File: config.mk
export PLATFORM = sky130hd
export DESIGN_NAME = uart_rx_frame_flat
export DESIGN_NICKNAME = d
export VERILOG_FILES = /design/src/rtl/uart_rx_frame_if.sv /design/src/rtl/uart_rx_frame.sv /design/src/flat_wrapper.sv
export SDC_FILE = /design/constraint.sdc
export NUM_CORES = 1
export LEC_CHECK = 0
export ABC_AREA = 1
export CORE_AREA = 10 10 67 69
export CTS_CLUSTER_SIZE = 16
export DETAILED_ROUTE_END_ITERATION = 8
export DIE_AREA = 0 0 77 79
export PLACE_DENSITY = 0.78
export SLEW_MARGIN = 25
export SYNTH_ARGS = -nofsm -noshare
export SYNTH_HDL_FRONTEND = slang
export SYNTH_SLANG_ARGS = --single-unit
File: constraint.sdc
create_clock -name clk -period 2.68 [get_ports clk]
set_input_delay 0.804 -clock clk [delete_from_list [all_inputs] [get_ports clk]]
set_output_delay 0.804 -clock clk [all_outputs]
set_load 0.01 [all_outputs]
File: src/rtl/uart_rx_frame_if.sv
// Receive-side word handshake for uart_rx_frame.
// master = deserialiser, slave = consumer.
interface uart_rx_frame_if #(
   parameter int DATA_BITS = 8
) ();
   logic [DATA_BITS-1:0] rx_data;
   logic                 rx_valid;
   logic                 rx_ready;
   logic                 frame_err;
   logic                 parity_err;
   logic                 overrun;

   modport master (
      output rx_data, rx_valid,
      output frame_err, parity_err, overrun,
      input  rx_ready
   );

   modport slave (
      input  rx_data, rx_valid,
      input  frame_err, parity_err, overrun,
      output rx_ready
   );
endinterface

File: src/rtl/uart_rx_frame.sv
// Oversampled UART receive deserialiser with valid/ready output.
// Optional parity bit enabled by defining UART_RX_PARITY_EN.
module uart_rx_frame #(
   parameter int DATA_BITS  = 8,
   parameter int OVERSAMPLE = 16,
   parameter int PARITY_ODD = 0
) (
   input  logic clk,
   input  logic rst,
   input  logic baud_tick,
   input  logic rxd,
   uart_rx_frame_if.master rx
);
   localparam int TW = $clog2(OVERSAMPLE);
   localparam int IW = $clog2(DATA_BITS + 1);
   localparam logic [TW-1:0] HALF = TW'(OVERSAMPLE / 2 - 1);
   localparam logic [TW-1:0] LAST = TW'(OVERSAMPLE - 1);
   localparam logic [IW-1:0] TOP  = IW'(DATA_BITS - 1);

   typedef enum logic [2:0] {
      IDLE, START, DATA, PARITY, STOP
   } state_t;

   state_t               state, state_n;
   logic                 meta, sync;
   logic [TW-1:0]        tick_cnt, tick_n;
   logic [IW-1:0]        bit_idx, idx_n;
   logic [DATA_BITS-1:0] shift, shift_n;
   logic                 done;
   logic                 accept;
   logic [DATA_BITS-1:0] data_n;
   logic                 valid_n, ferr_n, perr_o_n, ovr_n;
`ifdef UART_RX_PARITY_EN
   logic                 perr, perr_n;
`endif

   always_ff @(posedge clk) begin
      if (rst) begin
         meta <= 1'b1;
         sync <= 1'b1;
      end else begin
         meta <= rxd;
         sync <= meta;
      end
   end

   always_ff @(posedge clk) begin
      if (rst) begin
         state         <= IDLE;
         tick_cnt      <= '0;
         bit_idx       <= '0;
         shift         <= '0;
         rx.rx_data    <= '0;
         rx.rx_valid   <= 1'b0;
         rx.frame_err  <= 1'b0;
         rx.parity_err <= 1'b0;
         rx.overrun    <= 1'b0;
`ifdef UART_RX_PARITY_EN
         perr          <= 1'b0;
`endif
      end else begin
         state         <= state_n;
         tick_cnt      <= tick_n;
         bit_idx       <= idx_n;
         shift         <= shift_n;
         rx.rx_data    <= data_n;
         rx.rx_valid   <= valid_n;
         rx.frame_err  <= ferr_n;
         rx.parity_err <= perr_o_n;
         rx.overrun    <= ovr_n;
`ifdef UART_RX_PARITY_EN
         perr          <= perr_n;
`endif
      end
   end

   // Bits arrive LSB first, so shifting in at the top leaves bit 0 in the LSB.
   always_comb begin
      state_n = state;
      tick_n  = tick_cnt;
      idx_n   = bit_idx;
      shift_n = shift;
      done    = 1'b0;
`ifdef UART_RX_PARITY_EN
      perr_n  = perr;
`endif
      if (baud_tick) begin
         unique case (state)
            IDLE: begin
               if (!sync) begin
                  state_n = START;
                  tick_n  = '0;
               end
            end
            START: begin
               if (tick_cnt == HALF) begin
                  tick_n = '0;
                  idx_n  = '0;
                  state_n = sync ? IDLE : DATA;
               end else begin
                  tick_n = tick_cnt + 1'b1;
               end
            end
            DATA: begin
               if (tick_cnt == LAST) begin
                  tick_n  = '0;
                  shift_n = {sync, shift[DATA_BITS-1:1]};
                  idx_n   = bit_idx + 1'b1;
                  if (bit_idx == TOP) begin
`ifdef UART_RX_PARITY_EN
                     state_n = PARITY;
`else
                     state_n = STOP;
`endif
                  end
               end else begin
                  tick_n = tick_cnt + 1'b1;
               end
            end
`ifdef UART_RX_PARITY_EN
            PARITY: begin
               if (tick_cnt == LAST) begin
                  tick_n  = '0;
                  perr_n  = (^shift) ^ sync ^ PARITY_ODD[0];
                  state_n = STOP;
               end else begin
                  tick_n = tick_cnt + 1'b1;
               end
            end
`endif
            STOP: begin
               if (tick_cnt == LAST) begin
                  tick_n  = '0;
                  done    = 1'b1;
                  state_n = IDLE;
               end else begin
                  tick_n = tick_cnt + 1'b1;
               end
            end
            default: state_n = IDLE;
         endcase
      end
   end

   // A completing frame may replace the held word only if it leaves now.
   always_comb begin
      accept   = rx.rx_valid && rx.rx_ready;
      data_n   = rx.rx_data;
      valid_n  = rx.rx_valid;
      ferr_n   = rx.frame_err;
      perr_o_n = rx.parity_err;
      ovr_n    = rx.overrun;
      if (accept) begin
         valid_n = 1'b0;
         ovr_n   = 1'b0;
      end
      if (done) begin
         if (!rx.rx_valid || accept) begin
            data_n  = shift;
            valid_n = 1'b1;
            ferr_n  = ~sync;
`ifdef UART_RX_PARITY_EN
            perr_o_n = perr;
`else
            perr_o_n = 1'b0;
`endif
         end else begin
            ovr_n = 1'b1;
         end
      end
   end
endmodule

File: src/flat_wrapper.sv
// flat-port wrapper written by rule: the top's interface ports become plain ports
module uart_rx_frame_flat 
#(
   parameter int DATA_BITS  = 8,
   parameter int OVERSAMPLE = 16,
   parameter int PARITY_ODD = 0
)
  (clk, rst, baud_tick, rxd, rx_rx_data, rx_rx_valid, rx_frame_err, rx_parity_err, rx_overrun, rx_rx_ready);
  uart_rx_frame_if #(.DATA_BITS(DATA_BITS)) rx_i ();
  input  logic clk;
  input  logic rst;
  input  logic baud_tick;
  input  logic rxd;
  output wire logic [$bits(rx_i.rx_data)-1:0] rx_rx_data;
  output wire logic [$bits(rx_i.rx_valid)-1:0] rx_rx_valid;
  output wire logic [$bits(rx_i.frame_err)-1:0] rx_frame_err;
  output wire logic [$bits(rx_i.parity_err)-1:0] rx_parity_err;
  output wire logic [$bits(rx_i.overrun)-1:0] rx_overrun;
  input wire logic [$bits(rx_i.rx_ready)-1:0] rx_rx_ready;
  assign rx_rx_data = rx_i.rx_data;
  assign rx_rx_valid = rx_i.rx_valid;
  assign rx_frame_err = rx_i.frame_err;
  assign rx_parity_err = rx_i.parity_err;
  assign rx_overrun = rx_i.overrun;
  assign rx_i.rx_ready = rx_rx_ready;
  uart_rx_frame #(.DATA_BITS(DATA_BITS), .OVERSAMPLE(OVERSAMPLE), .PARITY_ODD(PARITY_ODD)) u_core (.clk(clk), .rst(rst), .baud_tick(baud_tick), .rxd(rxd), .rx(rx_i));
endmodule
==> summary.md <==
| Metric | Value |
|---|---|
| DR pass1 iterations | `4` |
| MaxCap Viol Count | `0` |
| RSZ-0062 raised after global routing | `no` |
| Worst path slowest cell | `clkdlybuf4s50_1` |
| Initial DRC count | `66` |
| Dpl cell area | `1720 um^2` |
| Layout Skew | `7.612 ps` |
| Final HPWL DP | `2.136 mm` |
| Pwr/cell area | `766.6 nW/um^2` |
| Global-route wire length before repair | `5.064 mm` |
| DR vias | `1285` |
| Synthesis-to-layout area growth | `16.90%` |
| Final min period | `2050 ps` |
| Outcome | `completed` |
| Setup TNS | `0 ps` |
| Initial antenna violation count | `0` |
| GRT Overall Usage | `0.1008` |
| Hold Buf Count CTS | `0` |
| Clk slew on worst S/H paths | `90 ps` |
| H-tree depth | `2` |
| Routed Antenna Nets | `0` |
| Flop pwr share | `0.403` |
| Worst Min Path Start | `u_core.meta$_SDFF_PP1_` |
| P_int | `0.0008097 W` |
| Critical path's top delay family | `buffers and inverters` |
| WP data required | `1880 ps` |
| Max Clock Freq | `487.8 MHz` |
| Fillers | `315` |
| CTS Buf Count | `5` |
| Commonest non-fill, non-tap cell in the layout | `nand2_1` |
| Die area | `6083 um^2` |
| CP Cell Sequence | `clkdlybuf4s50_1` |
| I/O pins | `17` |
| Critical path arrival | `1250 ps` |
| # clock sinks | `32` |
| RePlAce Congestion | `0.8282` |
| Clock Latency Late Sink | `340 ps` |
| Sw frac | `0.4075` |
| Yosys Warn Count | `0` |
| CP endpoint kind | `primary output` |
| Setup bufs post-CTS | `0` |
| HP Class | `reg2reg` |
| Starting Density | `0.4719` |
| Vias per inst | `4.673` |
| Tcrit/Tclk final | `0.7649` |
| Vias in the first global route | `1197` |
| Drt drc | `0` |
| Worst VDD drop | `442.5 uV` |
| Diode count | `0` |
| Row count | `21` |
| Core box area | `3232 um^2` |
| Post-Syn Nets | `215` |
| Clock buffer depth | `2` |
| Comb pwr share | `0.383` |
| Total gr overflow | `0` |
| LEAKAGE | `0.7179 nW` |
| Flops & latches, synth | `32` |
| Post-DR wirelength/cell | `10.30 um` |
| Mapped Area | `1525 um^2` |
| Port Buffers | `15` |
| Chip height | `79 um` |
| Crit Path Class | `reg2out` |
| TritonCTS clock tree | `done` |
| Library cells used by synthesis | `26` |
| Max incr delay on CP | `550 ps` |
| NumNets Final | `235` |
| Root Driver | `clkbuf_4` |
| Total net switching power | `0.0005570 W` |
| Largest net degree at the start of global routing | `19` |
| Layout cell share with drive strength beyond 1 | `0.1397` |
| Worst r2r src | `u_core.tick_cnt[0]$_SDFFE_PP0P_` |
| Sequential fraction of the synthesis area | `0.4200` |
| Final slew viol count | `0` |
| Finished Cell Area | `1783 um^2` |
| Crit-path max FO | `3` |
| Beginning of the critical path | `u_core.rx.rx_valid$_SDFF_PP0_` |
| Most frequent cells in the layout | `nand2_1 (36), dfxtp_1 (32), nor2_1 (30), inv_1 (28), o21ai_0 (19)` |
| Gate Count Post-Synth | `208` |
| Setup violations, final | `0` |
| WP buf/inv | `1` |
| Die X | `77 um` |
| Final hold viol count | `0` |
| Critical Path Start Type | `flop` |
| PostCTS Resize Cnt | `0` |
| Avg Cell Area, Syn | `7.333 um^2` |
| Share of total power in the clock network | `0.214` |
| Final wirelength | `2.833 mm` |
synth_stat cells:
cell	count	area [um^2]
nand4_1	1	6.260
nand3_2	2	20.02
nand2_4	1	11.26
xnor2_1	2	17.52
a21oi_2	1	8.760
a21oi_1	18	90.09
nand2_1	36	135.1
buf_1	1	3.750
inv_1	28	105.1
o21ai_0	19	95.09
buf_4	1	7.510
nand3_4	2	35.03
nand3_1	11	55.05
or2_2	2	12.51
buf_6	1	11.26
nor2_1	30	112.6
clkinv_2	1	5.000
dfxtp_1	32	640.6
a2bb2oi_1	1	8.760
buf_2	1	5.000
nor2_4	4	45.04
nor2_2	4	25.02
o21ai_2	1	8.760
conb_1	1	3.750
ha_1	2	25.02
nand2_2	5	31.28
per-stage QoR:
stage / setup WS, ps / utilization / power, W / std cells / hold slack [ps]
floorplan: 1127 / - / 0.0009856 / 208 / 389.5
global placement: 471.8 / 0.5323 / 0.001069 / 267 / 397.5
finish: 630.1 / 0.5517 / 0.001367 / 275 / 422.9
global route: 566.4 / 0.5517 / 0.001478 / 275 / 435.5
detailed placement: 407.1 / 0.5323 / 0.001079 / 267 / 402.2
CTS: 610.6 / 0.5517 / 0.001374 / 275 / 427.3
state kept, by name, summed over array words and instances (netlist names):
name / cells
u_core.meta: 1
u_core.rx.rx_valid: 1
u_core.shift: 8
u_core.bit_idx: 4
u_core.state: 3
u_core.rx.frame_err: 1
u_core.tick_cnt: 4
u_core.rx.rx_data: 8
u_core.sync: 1
u_core.rx.overrun: 1
final cells by class:
cell class              count  area (um^2)  share of cell area
clock buffers               7        55.05             0.03088
clock inverters             1        7.507            0.004211
inverters                  29        110.1             0.06175
multi-input cells         143        747.0              0.4189
flip-flops and latches     32        640.6              0.3593
well taps                  46        57.56             0.03228
repair buffers             17        165.2             0.09263
logic make-up after synthesis:
logic type	share of synthesized area
AND/OR/NAND/NOR	0.3207
AO/OA/AOI/OAI	0.1386
buffers and inverters	0.09023
XOR/XNOR	0.01149
flip-flops	0.4200
other	0.002459
adder cells (fa/ha/maj)	0.01640
final timing paths:
path	endpoint	slack [ps]	cells after the start
worst min-delay path	u_core.sync$_SDFF_PP1_	420	1
worst max register to register	u_core.bit_idx[0]$_SDFFE_PP0P_	1090	9
worst min register to register	u_core.sync$_SDFF_PP1_	420	1
worst max-delay path	rx_rx_valid	630	1
power groups by stage:
stage	clock network [W]	logic, W	registers, W
after global placement	0	0.000510	0.000559
after CTS	0.000301	0.000522	0.000551
after floorplan	0	0.000433	0.000552
final	0.000293	0.000523	0.000551
after global routing	0.000322	0.000600	0.000557
after detailed placement	0	0.000517	0.000562
metal layers:
layer  wire length, um  global-route usage
met3               141             0.03829
met1              1365              0.1183
met5                 0                   0
met4                66             0.05474
met2              1259              0.1568
(Power assumes the default switching activity.)
